<file path="config.mk">
export PLATFORM = sky130hd
export DESIGN_NAME = register_writeback
export DESIGN_NICKNAME = d
export VERILOG_FILES = /design/src/rtl/writeback_pkg.sv /design/src/rtl/writeback_hold_slot.sv /design/src/rtl/register_writeback.sv
export SDC_FILE = /design/constraint.sdc
export NUM_CORES = 1
export LEC_CHECK = 0
export CAP_MARGIN = 30
export CORE_MARGIN = 2
export CORE_UTILIZATION = 52
export DETAILED_ROUTE_END_ITERATION = 16
export PLACE_DENSITY = 0.82
export SYNTH_ARGS = -nofsm -noshare
export SYNTH_HDL_FRONTEND = slang
export SYNTH_HIERARCHICAL = 1
export SYNTH_SLANG_ARGS = --single-unit
</file>
<file path="constraint.sdc">
create_clock -name clk -period 3.4 [get_ports clk]
set_input_delay 0.68 -clock clk [delete_from_list [all_inputs] [get_ports clk]]
set_output_delay 0.68 -clock clk [all_outputs]
set_load 0.02 [all_outputs]
</file>
<file path="src/rtl/writeback_pkg.sv">
// Shared types and constants for the register writeback path.
// Optional feature macro used by register_writeback: WRITEBACK_BYPASS_EN.
// X_LENGTH and REGISTER_WIDTH normally come from defines.sv; the fallbacks
// below only apply when that file has not been read first.
`ifndef X_LENGTH
`define X_LENGTH 32
`endif
`ifndef REGISTER_WIDTH
`define REGISTER_WIDTH 5
`endif

package writeback_pkg;

  localparam int WB_XLEN  = `X_LENGTH;
  localparam int WB_IDX_W = `REGISTER_WIDTH;

  // Arbiter grant encoding; also the value held in last_grant.
  localparam logic GRANT_ALU = 1'b0;
  localparam logic GRANT_LSU = 1'b1;

  // One result beat: destination index plus value.
  typedef struct packed {
    logic [WB_IDX_W-1:0] rd;
    logic [WB_XLEN-1:0]  data;
  } wb_beat_t;

endpackage

</file>
<file path="src/rtl/writeback_hold_slot.sv">
// One-entry hold buffer for a result channel. Beats targeting x0 are
// accepted and dropped so they never reach the arbiter.
module writeback_hold_slot
  import writeback_pkg::*;
(
  input  logic     clk,
  input  logic     rst_n,
  input  logic     in_valid,
  input  wb_beat_t in_beat,
  output logic     in_ready,
  input  logic     grant,
  output logic     hold_valid,
  output wb_beat_t hold_beat
);

  logic     valid_reg;
  wb_beat_t beat_reg;
  logic     accept;
  logic     store;

  // A slot can take a new beat when empty or when it drains this cycle.
  assign in_ready   = rst_n && (!valid_reg || grant);
  assign accept     = in_valid && in_ready;
  assign store      = accept && (in_beat.rd != '0);
  assign hold_valid = valid_reg;
  assign hold_beat  = beat_reg;

  // Slot state: load on a stored beat, empty on grant, clear on reset.
  always_ff @(posedge clk) begin
    if (!rst_n) begin
      valid_reg <= 1'b0;
      beat_reg  <= '0;
    end else if (store) begin
      valid_reg <= 1'b1;
      beat_reg  <= in_beat;
    end else if (grant) begin
      valid_reg <= 1'b0;
    end
  end

endmodule

</file>
<file path="src/rtl/register_writeback.sv">
// Register file write-side driver: two buffered result channels (ALU, LSU),
// round-robin arbitration into one registered write port, and a pending
// scoreboard for RAW/WAW stalls at issue.
// Optional feature macro: WRITEBACK_BYPASS_EN (forwards the committing write
// to the source operand read ports).
module register_writeback
  import writeback_pkg::*;
#(
  parameter int XLEN = WB_XLEN,
  parameter int NREG = 32
) (
  input  logic                    clk,
  input  logic                    rst_n,
  input  logic                    issue_valid,
  input  logic [$clog2(NREG)-1:0] issue_rd,
  output logic                    issue_ready,
  input  logic [$clog2(NREG)-1:0] rs1_index,
  input  logic [$clog2(NREG)-1:0] rs2_index,
  output logic                    rs1_busy,
  output logic                    rs2_busy,
`ifdef WRITEBACK_BYPASS_EN
  input  logic [XLEN-1:0]         rs1_rf_data,
  input  logic [XLEN-1:0]         rs2_rf_data,
  output logic [XLEN-1:0]         rs1_data,
  output logic [XLEN-1:0]         rs2_data,
`endif
  input  logic                    alu_valid,
  input  logic [$clog2(NREG)-1:0] alu_rd,
  input  logic [XLEN-1:0]         alu_data,
  output logic                    alu_ready,
  input  logic                    lsu_valid,
  input  logic [$clog2(NREG)-1:0] lsu_rd,
  input  logic [XLEN-1:0]         lsu_data,
  output logic                    lsu_ready,
  output logic                    rd_write_enable,
  output logic [$clog2(NREG)-1:0] rd_write_index,
  output logic [XLEN-1:0]         rd_write_data
);

  localparam int IDX_W = $clog2(NREG);

  // Channel 0 is the ALU, channel 1 the LSU, matching the grant encoding.
  logic     [1:0] ch_valid;
  logic     [1:0] ch_ready;
  wb_beat_t       ch_beat    [2];
  logic     [1:0] slot_valid;
  wb_beat_t       slot_beat  [2];
  logic     [1:0] slot_grant;

  logic           last_grant_reg;
  logic           grant_valid;
  logic           grant_sel;
  wb_beat_t       granted_beat;

  logic             wr_en_reg;
  logic [IDX_W-1:0] wr_idx_reg;
  logic [XLEN-1:0]  wr_data_reg;

  logic [NREG-1:0]  pending_reg;
  logic [NREG-1:0]  pending_next;
  logic             issue_fire;

  assign ch_valid   = {lsu_valid, alu_valid};
  assign ch_beat[0] = '{rd: alu_rd, data: alu_data};
  assign ch_beat[1] = '{rd: lsu_rd, data: lsu_data};
  assign alu_ready  = ch_ready[0];
  assign lsu_ready  = ch_ready[1];

  generate
    for (genvar gi = 0; gi < 2; gi++) begin : g_slot
      writeback_hold_slot u_slot (
        .clk        (clk),
        .rst_n      (rst_n),
        .in_valid   (ch_valid[gi]),
        .in_beat    (ch_beat[gi]),
        .in_ready   (ch_ready[gi]),
        .grant      (slot_grant[gi]),
        .hold_valid (slot_valid[gi]),
        .hold_beat  (slot_beat[gi])
      );
    end
  endgenerate

  // Round-robin pick: a lone valid slot wins; on contention the channel
  // that did not win last time goes first.
  always_comb begin
    grant_valid = 1'b0;
    grant_sel   = last_grant_reg;
    case (slot_valid)
      2'b01: begin
        grant_valid = 1'b1;
        grant_sel   = GRANT_ALU;
      end
      2'b10: begin
        grant_valid = 1'b1;
        grant_sel   = GRANT_LSU;
      end
      2'b11: begin
        grant_valid = 1'b1;
        grant_sel   = ~last_grant_reg;
      end
      default: ;
    endcase
  end

  assign slot_grant[0] = grant_valid && (grant_sel == GRANT_ALU);
  assign slot_grant[1] = grant_valid && (grant_sel == GRANT_LSU);
  assign granted_beat  = (grant_sel == GRANT_LSU) ? slot_beat[1] : slot_beat[0];

  // Remember the last winner; unchanged on idle cycles.
  always_ff @(posedge clk) begin
    if (!rst_n) begin
      last_grant_reg <= GRANT_ALU;
    end else if (grant_valid) begin
      last_grant_reg <= grant_sel;
    end
  end

  // Registered write port: index/data hold their value when idle.
  always_ff @(posedge clk) begin
    if (!rst_n) begin
      wr_en_reg   <= 1'b0;
      wr_idx_reg  <= '0;
      wr_data_reg <= '0;
    end else begin
      wr_en_reg <= grant_valid;
      if (grant_valid) begin
        wr_idx_reg  <= granted_beat.rd;
        wr_data_reg <= granted_beat.data;
      end
    end
  end

  assign rd_write_enable = wr_en_reg;
  assign rd_write_index  = wr_idx_reg;
  assign rd_write_data   = wr_data_reg;

  // WAW hazards stall issue; x0 is never pending so it is always ready.
  assign issue_ready = rst_n && !pending_reg[issue_rd];
  assign issue_fire  = issue_valid && issue_ready && (issue_rd != '0);

  // Scoreboard update: clear on commit, then set on issue so a same-index
  // set overrides the clear.
  always_comb begin
    pending_next = pending_reg;
    if (wr_en_reg) begin
      pending_next[wr_idx_reg] = 1'b0;
    end
    if (issue_fire) begin
      pending_next[issue_rd] = 1'b1;
    end
    pending_next[0] = 1'b0;
  end

  // Scoreboard register.
  always_ff @(posedge clk) begin
    if (!rst_n) begin
      pending_reg <= '0;
    end else begin
      pending_reg <= pending_next;
    end
  end

`ifdef WRITEBACK_BYPASS_EN
  logic rs1_hit;
  logic rs2_hit;

  assign rs1_hit = wr_en_reg && (wr_idx_reg == rs1_index) && (rs1_index != '0);
  assign rs2_hit = wr_en_reg && (wr_idx_reg == rs2_index) && (rs2_index != '0);

  // The committing value is visible this cycle, so the source is no longer
  // busy unless a new writer to that index issues at the same time.
  assign rs1_busy = pending_reg[rs1_index] &&
                    !(rs1_hit && !(issue_fire && (issue_rd == rs1_index)));
  assign rs2_busy = pending_reg[rs2_index] &&
                    !(rs2_hit && !(issue_fire && (issue_rd == rs2_index)));
  assign rs1_data = rs1_hit ? wr_data_reg : rs1_rf_data;
  assign rs2_data = rs2_hit ? wr_data_reg : rs2_rf_data;
`else
  assign rs1_busy = pending_reg[rs1_index];
  assign rs2_busy = pending_reg[rs2_index];
`endif

endmodule
</file>
[After elaboration in Yosys (flattened, before gate mapping)]
Index checks and enable logic that the tools add are counted.
Word-level totals
  logic and storage cells: 69
  bits in registers: 147
  output and inout bits: 43
Cells by class
  bitwise operators: 5
  reduce and logical (&&, ||, !) cells: 24
  order comparisons: 6
  equality and inequality tests: 3
  multiplexer cells: 19
Operator list (count)
  32-bit 2-to-1 mux: 2
  37-bit 2-to-1 mux: 1
  32-bit AND: 1
  32-bit NOT: 1
  32-bit OR: 1
  5-bit by 6-bit < comparator with 1-bit output, second input constant: 4
  1-bit binary-select mux with 5-bit select: 3
  5-bit nonzero test: 3
  1-bit logical AND: 13
  1-bit demux with 5-bit select: 2
  5-bit by 1-bit >= comparator with 1-bit output, second input constant: 2
  1-bit 2-to-1 mux: 10
  2-bit equality test, second input constant: 2
  2-bit nonzero test: 2
  1-bit logical NOT: 3
  1-bit one-hot mux with 3 select lines: 1
  3-bit OR reduction: 1
  2-bit by 1-bit equality test with 1-bit output, second input constant: 1
  1-bit logical OR: 2
  1-bit NOT: 2

[Depth between registers and ports, before layout]
  depth after elaboration: 9
  mapped depth: 11

[By module]
Netlist, hierarchy kept.
By module, submodules not included
  register_writeback: cells each 397, times used 1, area an instance 3744.8 µm²
  writeback_hold_slot: cells each 170, times used 2, area an instance 1525.2 µm²

[Worst setup path before layout]
Ideal clock, no wire load.
  kind: input port to output port
  start: in rs1_index[0]
  end: out rs1_busy
  required time: 2720 ps
  arrival: 2421 ps
  stages: 4
  slack: 299 ps
  cell sequence: clkbuf_1 -> mux4_2 -> mux4_2 -> mux2_2
On the way
  longest elaborated chain between the ends: 2
RTL lines
  start, declared: RTL line register_writeback.sv:17  | input logic [$clog2(NREG)-1:0] rs1_index,
  1-bit binary-select mux with 5-bit select: RTL line register_writeback.sv:180  | assign rs1_busy = pending_reg[rs1_index];
  1-bit 2-to-1 mux (implied by the code): RTL line register_writeback.sv:180
  end, declared: RTL line register_writeback.sv:19  | output logic rs1_busy,
No other way between the ends. The select of a mux whose other input is x is not followed.

[Worst setup path after layout]
  start: in rs1_index[1]
  end: out rs1_busy
The elaborated chain is that of the path after synthesis.

==> flow_summary.toml <==
[worst_setup_path]
cp_slowest_cell = "mux4_2"
cp_num_cells = 6
path_class = "input pin to output pin"
r2r-start = "pending_reg[19]"
r2r_cells = 5
critPathMaxStageDelay_ns = 0.47
crit_buf_inv = 3
r2r_end = "pending_reg[27]"
worstSetupEndpointType = "output pin"
cp_common_cell = "mux4_2"
crit_chain = "clkdlybuf4s50_1 -> buf_4 -> mux4_2 -> mux4_2 -> mux2_2 -> clkdlybuf4s15_2"
cp_max_fo = 9
crit_path_start_kind = "input pin"
critPathLaunch = "rs1_index[1]"
required_ns = 2.72
endpoint = "rs1_busy"
reg2reg_slack_ns = 1.14
arrival_ns = 2.60
crit_family = "multiplexers"

[route]
drt_wl_total_um = 20480
via_per_inst = 6.022
drt_iter0_markers = 577
dr.max_layer_used = "met4"
drc = 0
route.met2.wl_um = 10160
drt_first_pass_iters = 5
wl_met3_um = 1178
met1Wirelength_um = 8190
drtAntennaViolNets = 0
wire_per_inst_um = 19.75
vias = 6245

[floorplanning]
rows = 41
core_area_mm2 = 0.01267
die_height_um = 118.3
num_io_pins = 137
start_util_pct = 53.63
die_area_mm2 = 0.01400
die_x_um = 118.3

[synthesis]
yosysWarnings = 6
synth-seq-cells = 146
synth_flop_cell = "dfxtp_1"
synth_edf_count = 0
ys_types = 44
syn_inst = 737
syn_area_mm2 = 0.006795
async_flop_share_pct = 0
avgSynthCellArea_um2 = 9.220
seq_area_frac_synth_pct = 43.01
syn_nets = 831

[cts]
cts_sinks = 146
post_cts_buffers = 0
cts_tree = "done"
htreeDepth = 4
path_clk_slew_ns = 0.06
root_buffer = "clkbuf_16"
numCtsBuffers = 17
clockBufferDepth = 2
clock_latency_ns = 0.42

[power]
internal-power_w = 0.003424
powerDensity_mw_per_mm2 = 515.6
swShare_pct = 25.39
p_switching_w = 0.001165
pwr-share-comb_pct = 15.5
ir_drop_v = 0.0003962
clkPwrFrac_pct = 42.6
pwr-share-seq_pct = 41.9
power_leakage_nw = 3.288

[final_layout]
drive_gt1_share_pct = 19.08
layout_commonest_cell = "dfxtp_1"
fillers = 983
fin_cells = 1037
num_antenna_cells = 0
layout_common_cells = "dfxtp_1, clkdlybuf4s50_1, nand2_1"
largest_reg_flops = 74
syn2layout_area_growth_pct = 30.99
final_core_util_pct = 70.25
final_nets = 946

[place]
portBuffers = 136
placed_cells = 1005
post-dp-hpwl_um = 14020
gp_congestion = 0.9885

[timing]
min_period_over_period_pct = 96.57
setup_violations = 0
rsz0062_at_grt = "false"
finalClockSkew_ns = 0.01076
slew_headroom_pct = 54.57
max_freq_ghz = 0.3046
hold_violations = 0
period_needed_ns = 3.283
slew_violations = 0
worst_slew_pin_slew_ns = 0.6815

[global_routing]
grt_max_degree = 164
grt_pass1_wl_um = 32790
grt_pass1_vias = 6284
grt_overflow = 0
grtUsageTotal_pct = 29.42
antenna_found_initial = 0

[worst_hold_path]
min_path_cells = 2
hold_path_class = "flip-flop to flip-flop"

[outcome]
outcome = "complete, no violations"

[flow_run]
maxCapViolCount = 0
==> cell type report <==
type                       instances  area, um2  share of cell area [%]
multi-input combinational        518       3521                   39.56
sequential                       146       2923                   32.84
timing repair buffer             166       1610                   18.09
clock buffer                      22      464.2                   5.215
tap                              172      215.2                   2.418
clock inverter                    10      156.4                   1.757
inverter                           3      11.26                  0.1265
==> Yosys cell counts (6+ instances only) <==
cell type | count | area (um2)
o211ai_1 | 31 | 232.7
buf_1 | 11 | 41.29
dfxtp_1 | 146 | 2923
buf_6 | 10 | 112.6
mux4_2 | 22 | 495.5
o41ai_1 | 6 | 52.55
nor2_1 | 81 | 304.0
o21ai_2 | 60 | 525.5
o21ai_1 | 28 | 140.1
nand2_1 | 90 | 337.8
clkbuf_1 | 38 | 142.6
nand3b_1 | 8 | 60.06
and2_1 | 7 | 43.79
nor2b_1 | 6 | 37.54
buf_2 | 11 | 55.05
o41ai_2 | 8 | 130.1
nand3_1 | 83 | 415.4
o221ai_1 | 37 | 324.1
mux2i_1 | 9 | 90.09
==> worst min path at each step <==
| stage | from | endpoint | slack (ns) |
|---|---|---|---|
| after global routing | g_slot[0].u_slot/hold_beat[29] | g_slot[0].u_slot/hold_beat[29] | 0.47 |
| after floorplan | g_slot[1].u_slot/hold_beat[28] | g_slot[1].u_slot/hold_beat[28] | 0.43 |
| final | g_slot[0].u_slot/hold_beat[29] | g_slot[0].u_slot/hold_beat[29] | 0.45 |
| after global placement | g_slot[1].u_slot/hold_beat[28] | g_slot[1].u_slot/hold_beat[28] | 0.44 |
| after CTS | g_slot[0].u_slot/hold_beat[29] | g_slot[0].u_slot/hold_beat[29] | 0.45 |
| after detailed placement | g_slot[0].u_slot/hold_beat[29] | g_slot[0].u_slot/hold_beat[29] | 0.44 |
==> tightest hold or removal path, cell delays in order, from the launching register on <==
cell and delay, ns:
dfxtp_1 0.31, nand2_1 0.05, o21ai_1 0.05
==> through the flow <==
step / cell area, um2 / total power, W / setup WS [ns] / hold slack (ns) / TNS [ns]
6_report: 8901 / 0.004589 / 0.1165 / 0.4521 / 0
5_1_grt: 8901 / 0.004734 / 0.03693 / 0.4695 / 0
4_1_cts: 8907 / 0.004600 / 0.02158 / 0.4494 / 0
3_5_place_dp: 8292 / 0.002659 / -0.3897 / 0.4397 / -1.094
3_3_place_gp: 8292 / 0.002641 / -0.3762 / 0.4362 / -1.044
2_1_floorplan: 6795 / 0.002334 / 0.2986 / 0.4284 / 0
==> routing by layer <==
metal	GRT usage, %	vias up
met4	16.49	0
met1	35.83	2950
li1	-	2936
met3	4.392	64
met2	49.67	295
met5	0	-
==> cell families (layout without fill, tap and decap cells) <==
family                 count (synthesis)  after routing  synth area share [%]
AOI/OAI and AO/OA                    188            188                 22.78
muxes                                 33             33                 8.949
and+or+nand+nor                      297            297                 19.92
buffers and inverters                 73            201                 5.340
DFF                                  146            146                 43.01
==> repair_timing <==
action	CTS	global route
pin swaps	0	0
endpoints found under the setup margin	3	1
hold endpoints to repair	0	0
resized for setup	12	1
hold buffers	0	0
==> power by group through the flow <==
stage | clock, W | combinational, W | sequential, W
global route | 0.00204 | 0.000761 | 0.00194
floorplan | 0 | 0.000355 | 0.00198
finish | 0.00195 | 0.000711 | 0.00192
global placement | 0 | 0.000691 | 0.00195
CTS | 0.00197 | 0.000710 | 0.00192
detailed placement | 0 | 0.000704 | 0.00195
Power figures use the tool's default switching activity.
